===== config.mk =====
export PLATFORM = sky130hd
export DESIGN_NAME = branch_target_predictor
export DESIGN_NICKNAME = d
export VERILOG_FILES = /design/src/rtl/branch_target_predictor.sv
export SDC_FILE = /design/constraint.sdc
export NUM_CORES = 1
export LEC_CHECK = 0
export ABC_AREA = 0
export BUFFER_PORTS_ARGS = -buffer_cell sky130_fd_sc_hd__buf_2
export CAP_MARGIN = 5
export CORE_MARGIN = 8
export CORE_UTILIZATION = 55
export CTS_BUF_LIST = sky130_fd_sc_hd__clkbuf_4
export CTS_CLUSTER_SIZE = 12
export DETAILED_ROUTE_END_ITERATION = 6
export GPL_TIMING_DRIVEN = 0
export PLACE_DENSITY = 0.72
export SLEW_MARGIN = 20
export SYNTH_ARGS = -nofsm -noshare
export SYNTH_HDL_FRONTEND = slang
export SYNTH_SLANG_ARGS = --single-unit

===== constraint.sdc =====
create_clock -name clk -period 8.3 [get_ports clk]
set_input_delay 1.245 -clock clk [delete_from_list [all_inputs] [get_ports clk]]
set_output_delay 1.245 -clock clk [all_outputs]
set_load 0.02 [all_outputs]

===== src/rtl/branch_target_predictor.sv =====
// Direct-mapped branch target buffer with 2-bit direction counters for the IF stage.
// Lookup is combinational on the fetch PC; resolutions from ID update the table on the clock edge.
module branch_target_predictor #(
  parameter int unsigned ADDR_W  = 32,
  parameter int unsigned INDEX_W = 4,
  parameter int unsigned CNT_W   = 32
) (
  input  logic              clk,
  input  logic              rst,
  input  logic              btb_en,
  input  logic [ADDR_W-1:0] if_pc,
  output logic              pred_jump,
  output logic [ADDR_W-1:0] pred_target,
  input  logic              upd_valid,
  input  logic [ADDR_W-1:0] upd_pc,
  input  logic              upd_taken,
  input  logic [ADDR_W-1:0] upd_target,
  input  logic              upd_mispred,
  input  logic              btb_clear,
  output logic [CNT_W-1:0]  lookup_cnt,
  output logic [CNT_W-1:0]  mispred_cnt
);

  localparam int unsigned ENTRIES = 2 ** INDEX_W;
  localparam int unsigned TAG_W   = ADDR_W - INDEX_W - 2;
  localparam int unsigned IDX_LO  = 2;
  localparam int unsigned TAG_LO  = INDEX_W + 2;

  localparam logic [1:0] CTR_SNT = 2'b00;
  localparam logic [1:0] CTR_WNT = 2'b01;
  localparam logic [1:0] CTR_WT  = 2'b10;
  localparam logic [1:0] CTR_ST  = 2'b11;

  logic [ENTRIES-1:0] valid_q;
  logic [TAG_W-1:0]   tag_q    [ENTRIES];
  logic [ADDR_W-1:0]  target_q [ENTRIES];
  logic [1:0]         ctr_q    [ENTRIES];

  logic [INDEX_W-1:0] lk_idx;
  logic [TAG_W-1:0]   lk_tag;
  logic               lk_hit;
  logic [ADDR_W-1:0]  lk_seq_pc;

  logic [INDEX_W-1:0] up_idx;
  logic [TAG_W-1:0]   up_tag;
  logic               up_hit;
  logic [1:0]         up_ctr_inc;
  logic [1:0]         up_ctr_dec;

  // Byte offset bits never select an entry or form part of a tag
  logic unused_pc_lsbs;
  assign unused_pc_lsbs = ^{if_pc[1:0], upd_pc[1:0]};

  function automatic logic [1:0] ctr_inc(input logic [1:0] c);
    ctr_inc = (c == CTR_ST) ? CTR_ST : 2'(c + 2'd1);
  endfunction

  function automatic logic [1:0] ctr_dec(input logic [1:0] c);
    ctr_dec = (c == CTR_SNT) ? CTR_SNT : 2'(c - 2'd1);
  endfunction

  // Fetch-side lookup; sees only state committed at earlier edges
  always_comb begin
    lk_idx    = if_pc[INDEX_W+1:IDX_LO];
    lk_tag    = if_pc[ADDR_W-1:TAG_LO];
    lk_hit    = valid_q[lk_idx] && (tag_q[lk_idx] == lk_tag);
    lk_seq_pc = ADDR_W'(if_pc + ADDR_W'(4));
  end

  assign pred_jump   = btb_en && lk_hit && ctr_q[lk_idx][1];
  assign pred_target = lk_hit ? target_q[lk_idx] : lk_seq_pc;

  // Resolution-side decode of the entry addressed by the resolved instruction
  always_comb begin
    up_idx     = upd_pc[INDEX_W+1:IDX_LO];
    up_tag     = upd_pc[ADDR_W-1:TAG_LO];
    up_hit     = valid_q[up_idx] && (tag_q[up_idx] == up_tag);
    up_ctr_inc = ctr_inc(ctr_q[up_idx]);
    up_ctr_dec = ctr_dec(ctr_q[up_idx]);
  end

  // Valid bits and counters: reset wins over clear, clear wins over update
  always_ff @(posedge clk) begin
    if (rst) begin
      valid_q <= '0;
      for (int i = 0; i < int'(ENTRIES); i++) begin
        ctr_q[i] <= CTR_WNT;
      end
    end else if (btb_clear) begin
      valid_q <= '0;
    end else if (upd_valid) begin
      if (up_hit) begin
        ctr_q[up_idx] <= upd_taken ? up_ctr_inc : up_ctr_dec;
      end else if (upd_taken) begin
        valid_q[up_idx] <= 1'b1;
        ctr_q[up_idx]   <= CTR_WT;
      end
    end
  end

  // Tag/target payload is only meaningful while valid, so it carries no reset
  always_ff @(posedge clk) begin
    if (!rst && !btb_clear && upd_valid && upd_taken) begin
      if (!up_hit) begin
        tag_q[up_idx] <= up_tag;
      end
      target_q[up_idx] <= upd_target;
    end
  end

  // Performance counters wrap freely
  always_ff @(posedge clk) begin
    if (rst) begin
      lookup_cnt  <= '0;
      mispred_cnt <= '0;
    end else begin
      if (btb_en) begin
        lookup_cnt <= CNT_W'(lookup_cnt + CNT_W'(1));
      end
      if (upd_valid && upd_mispred) begin
        mispred_cnt <= CNT_W'(mispred_cnt + CNT_W'(1));
      end
    end
  end

endmodule


==> results of run 1 <==
==> metal layers <==
metal  vias up  part of all wire (%)  global-route usage [%]  routed length, um
li1      11190                     -                       -                  -
met1     14300                    36                   40.14              49350
met2      2361                    44                   43.73              61010
met3       357                    16                   12.12              21370
met4        16                   3.9                   12.44               5286
met5         -                  0.13                  0.7568                185
==> power by group through the flow <==
stage                     clock network [mW]  registers (mW)  logic, mW
after global placement                     0            5.86      0.781
after CTS                               4.44            5.75      0.809
final                                   4.39            5.75      0.828
after global routing                    4.71            5.75      0.857
after detailed placement                   0            5.87      0.805
after floorplan                            0            5.87      0.462
==> through the flow <==
stage          std cells  area (um2)  power, mW
2_1_floorplan       2400       45360      6.328
3_3_place_gp        3659       47650      6.645
3_5_place_dp        3726       49080      6.671
4_1_cts             4192       52420      11.00
5_1_grt             4200       52470      11.32
6_report            4215       52510      10.97
==> area by class of cell <==
class / count / area (um2) / share of cell area, %
inverters: 22 / 82.58 / 0.1573
diodes: 21 / 52.55 / 0.1001
plain buffers: 139 / 678.2 / 1.291
well taps: 1070 / 1339 / 2.550
repair buffers: 258 / 2162 / 4.118
multi-input cells: 1199 / 14430 / 27.47
clock buffers: 399 / 2995 / 5.704
clock inverters: 67 / 345.3 / 0.6577
flip-flops and latches: 1040 / 30430 / 57.95
==> worst max-delay path: cells and delay by family <==
kind                   cells  cell delay [ps]
multiplexers               3             1320
buffers and inverters      8             3890
==> final timing paths <==
kind | depth (start not counted) | startpoint | end | slack [ps]
setup / recovery | 11 | if_pc[3] | pred_target[31] | 550
setup reg to reg | 10 | tag_q[15][21] | tag_q[3][10] | 3840
hold / removal | 3 | upd_mispred | mispred_cnt[1] | 440
hold reg to reg | 2 | valid_q[9] | valid_q[9] | 490
==> logic make-up after synthesis <==
| group | synth area share, % |
|---|---|
| and+or+nand+nor | 4.013 |
| buffers and inverters | 1.641 |
| adders and majority gates | 0.08276 |
| muxes | 22.24 |
| DFF | 67.08 |
| xor gates and xnor gates | 2.471 |
| AOI/OAI and AO/OA | 2.469 |
==> flip-flops by register name, indices dropped and copies added, names as in the netlist <==
name / count
target_q: 512
tag_q: 416
valid_q: 16
mispred_cnt: 32
lookup_cnt: 32
ctr_q: 32
==> cells in the final DEF (no fill, tap or decap), drive strengths merged, types with 10 or more instances in the layout <==
master  synthesis  layout
a21oi          25      25
or3            14      14
o21bai         32      32
and3           19      19
buf            81     332
a22oi          14      14
dfxtp          80      80
nand4          22      22
mux4          383     383
nor4           10      10
nor2          133     133
xnor2          75      75
o22ai          19      19
inv            21      26
mux2           54      54
nand3          44      44
nor3           21      21
o21ai          38      38
clkinv          1      59
diode           0      21
nand2          84      84
mux2i          75      75
edfxtp        960     960
xor2           53      53
clkbuf         58     464
==> out/results.ini, run 1 <==
[floorplan]
die_area_um2=91920
rows=105
dieWidth_um=303.2
io_pins=200
die_h_um=303.2
start_util_pct=55.42
core_um2=81850

[yosys]
syn_area_um2=45360
synth_edf_count=960
synth-seq-cells=1040
yosysWarnings=0
yosys-top-cells-count=edfxtp_1, mux4_2, nor2_1, nand2_1, dfxtp_1
ys_seq_area_share_pct=67.08
syn_nets=2506
synthArstFlopShare_pct=0
synth.largest_area_cell=edfxtp_1
synth.avg_cell_area_um2=18.90
synth_top_area_share_pct=63.55
yosys_most_used_dff=edfxtp_1
synth_area_leaders=edfxtp_1, mux4_2, dfxtp_1, mux2i_1, xnor2_1
syn-instance-count=2400
yosysMostFrequentCell=edfxtp_1
synth_cell_types=62

[timing]
setup_tns_ps=0
timing.final.ws_setup_ps=550.6
period_needed_ps=7749
maxSlewViolCount=0
clock_skew_ps=116.8
fmax_mhz=129.0
setup_viol=0
slew_headroom_pct=19.33
rsz0062_at_grt=false
post-route-period-util_pct=93.37
fin_hold_ws_ps=438.4
tightestPinTransition_ps=1210
hold_viol_final=0

[clock_tree]
path_clk_slew_ps=60
htree_levels=5
cts_hold_buf=0
insertion_delay_ps=1160
cts_root_buffer=clkbuf_4
clockBufferDepth=4
cts.sinks=1040
cts_tree=yes
cts_buffers=286
postCtsSetupRepairBufs=0
cts-resized-gates=0

[setup_path]
crit_fanout=10
cp.arrival_ps=6500
crit_top_cell=buf_2
end_kind=primary output
crit_required_ps=7050
cp-start-kind=input pin
critical-path-max-stage-delay_ps=780
path_cells=buf_2, clkbuf_1, buf_2, buf_1, buf_2, clkbuf_1, clkbuf_1, mux4_2, mux4_2, mux2_1, buf_2
critPathKind=in2out
cp_slowest_cell=clkbuf_1

[placed_design]
place.gp.congestion=0.9499
place_hpwl_mm=93.57
port-buffer-count=189
dp_worst_setup_slack_ps=725.4

[power_and_ir_drop]
power_frac_seq_pct=52.4
power_leakage_nw=17.74
p_sw_share_pct=23.87
p_per_area_nw_per_um2=209.0
power.switching_mw=2.620
ir_drop_mv=0.1559
combPwrFrac_pct=7.5
intPower_mw=8.354
power_frac_clock_pct=40.0

[finish]
final_util_pct=64.16
drive_above_1_share_pct=38.57
nNetsFinal=3052
area_delta_synth_final_pct=15.76
nFillCells=5675

[global_route]
grt_pass1_vias=28530
grt-ovfl-total=0
grt_pass1_wl_mm=195.8
grt_max_degree=22
grt_antenna_before_repair=30
track_usage_pct=29.99

[min_path]
hp-class=in2reg

[route]
via_per_inst=6.696
drtAntennaViolNets=0
drtIter0Drc=3909
route.detailed.drc=3
firstDrtPassIters=7
wl_mm=137.2
routedWlPerCell_um=32.55
vias=28230

[outcome]
status=finished with violations
violations=design-rule violations

[run]
cap_violations=0

Power figures use the tool's default switching activity.
==> run 2: changes to the inputs <==
- CORE_MARGIN: 8 -> 2
- GPL_ROUTABILITY_DRIVEN: unset -> 0
==> out/results.ini, run 2 (synthesis results as in run 1) <==
[setup_path]
cp-start-kind=input pin  ; unchanged
cp-startpoint=if_pc[3]  ; unchanged
r2r_start=tag_q[11][21]  ; was tag_q[15][21]
cp_slowest_cell=clkbuf_1  ; unchanged
cp.arrival_ps=6550  ; was 6500 ps
reg2reg_depth=11  ; was 10
critPathKind=in2out  ; unchanged
end_kind=primary output  ; unchanged
crit_end=pred_target[31]  ; unchanged
crit_top_cell=buf_2  ; unchanged
timing.rr.end=tag_q[9][8]  ; was tag_q[3][10]
crit_fanout=10  ; unchanged
crit_required_ps=7050  ; about the same
path_cells=buf_2, clkbuf_1, buf_2, buf_1, buf_2, clkbuf_1, clkbuf_1, mux4_2, mux4_2, mux2_1, buf_2  ; unchanged
critical-path-max-stage-delay_ps=830  ; was 780 ps
r2r_setup_slack_ps=3760  ; was 3840 ps

[floorplan]
io_pins=200  ; unchanged
die_area_um2=84790  ; was 91920 um2
rows=105  ; unchanged
core_um2=81850  ; unchanged
start_util_pct=55.42  ; unchanged
dieWidth_um=291.2  ; was 303.2 um
die_h_um=291.2  ; was 303.2 um

[global_route]
grt-ovfl-total=0  ; unchanged
grt_pass1_vias=28450  ; was 28530
grt_antenna_before_repair=25  ; was 30
grt_max_degree=22  ; unchanged
track_usage_pct=32.45  ; was 29.99%
grt_pass1_wl_mm=193.7  ; was 195.8 mm

[timing]
setup_viol=0  ; unchanged
clock_skew_ps=120.3  ; was 116.8 ps
post-route-period-util_pct=93.93  ; was 93.37%
maxSlewViolCount=0  ; unchanged
hold_viol_final=0  ; unchanged
tightestPinTransition_ps=1247  ; was 1210 ps
fmax_mhz=128.3  ; was 129.0 MHz
period_needed_ps=7796  ; was 7749 ps
timing.final.ws_setup_ps=503.9  ; was 550.6 ps
slew_headroom_pct=16.89  ; was 19.33%
rsz0062_at_grt=false  ; unchanged

[route]
drtIter0Drc=4220  ; was 3909
vias=28110  ; was 28230
firstDrtPassIters=7  ; unchanged
routedWlPerCell_um=32.62  ; was 32.55 um
wl_mm=136.4  ; was 137.2 mm
drtAntennaViolNets=0  ; unchanged
via_per_inst=6.726  ; was 6.696
route.detailed.drc=1  ; was 3

[placed_design]
port-buffer-count=189  ; unchanged
place_hpwl_mm=93.74  ; was 93.57 mm
place_area_um2=49350  ; was 49080 um2
dp_worst_setup_slack_ps=740.2  ; was 725.4 ps

[power_and_ir_drop]
p_sw_share_pct=23.63  ; was 23.87%
power_frac_seq_pct=52.9  ; was 52.4%
power_frac_clock_pct=39.5  ; was 40.0%
combPwrFrac_pct=7.6  ; was 7.5%
power.switching_mw=2.572  ; was 2.620 mW
intPower_mw=8.310  ; was 8.354 mW
p_per_area_nw_per_um2=206.9  ; was 209.0 nW/um2
ir_drop_mv=0.1569  ; was 0.1559 mV
power_leakage_nw=17.77  ; was 17.74 nW

[outcome]
violations=design-rule violations  ; unchanged
status=finished with violations  ; unchanged

[clock_tree]
cts_tree=yes  ; unchanged
cts.sinks=1040  ; unchanged
postCtsSetupRepairBufs=0  ; unchanged
clockBufferDepth=4  ; unchanged
cts-resized-gates=0  ; unchanged
cts_root_buffer=clkbuf_4  ; unchanged
cts_buffers=281  ; was 286
cts_hold_buf=0  ; unchanged
path_clk_slew_ps=60  ; about the same
insertion_delay_ps=1200  ; was 1160 ps
htree_levels=5  ; unchanged

[finish]
nNetsFinal=3054  ; was 3052
multi_input_area_um2=14430  ; unchanged
area_delta_synth_final_pct=15.94  ; was 15.76%
final_cell_mix=edfxtp_1, clkbuf_4, mux4_2  ; unchanged
top_regs=target_q (512), tag_q (416)  ; unchanged
largest_register_ffs=512  ; unchanged
nFillCells=5606  ; was 5675
fin_area_um2=52590  ; was 52510 um2
drive_above_1_share_pct=38.66  ; was 38.57%
layout_commonest_cell=edfxtp_1  ; unchanged
regArea_um2=30430  ; unchanged
largest_register=target_q  ; unchanged

[run]
cap_violations=0  ; unchanged

[min_path]
hp-class=in2reg  ; unchanged

## run 2: cell types whose count changed in the layout (fill, tap and decap cells not counted), moves of 2 or more
cell / previous run / this run
clkinv_2: 9 / 6
clkbuf_4: 399 / 387
buf_6: 10 / 8
buf_12: 16 / 10
clkinv_1: 50 / 35
diode_2: 21 / 9
buf_16: 26 / 40
## run 2: cell type report
cell class	count	share of cell area [%]
antenna	9	0.04282
buffer	139	1.294
clock buffer	387	5.524
clock inverter	49	0.5638
inverter	22	0.1570
multi-input combinational	1199	27.43
sequential	1040	57.86
tap	1070	2.546
timing repair buffer	265	4.587
## run 2: metal layers
layer	up-vias	global-route usage [%]	wire [um]
met2	2361	47.90	61940
li1	11150	-	-
met1	14170	43.23	47780
met3	400	12.53	20890
met5	-	0	219
met4	34	14.28	5520
## run 2: worst min path at each step
stage	to	cells after the start	from
after global placement	valid_q[12]	2	valid_q[12]
after floorplan	valid_q[10]	2	valid_q[10]
after global routing	mispred_cnt[1]	3	upd_mispred
after detailed placement	valid_q[14]	2	valid_q[14]
after CTS	mispred_cnt[1]	3	upd_mispred
final	mispred_cnt[1]	3	upd_mispred
## run 2: power groups by stage
stage	Sequential [mW]	Clock [mW]	Combinational [mW]
2_1_floorplan	5.87	0	0.462
3_3_place_gp	5.86	0	0.776
3_5_place_dp	5.87	0	0.805
4_1_cts	5.75	4.34	0.809
5_1_grt	5.75	4.61	0.855
6_report	5.75	4.30	0.830
## run 2: critical path: cells and delay by family
family,cells,cell delay [ps]
buffers and inverters,8,3990
muxes,3,1290
## run 2: stage by stage
step	power (mW)	setup TNS, ps	hold slack [ps]	util, %	instances
floorplan	6.328	0	436.2	-	2400
global placement	6.640	-338320	449.4	58.21	3659
detailed placement	6.671	0	482.0	60.30	3735
CTS	10.91	0	316.3	64.21	4171
global route	11.22	0	342.2	64.25	4178
finish	10.88	0	400.2	64.26	4180
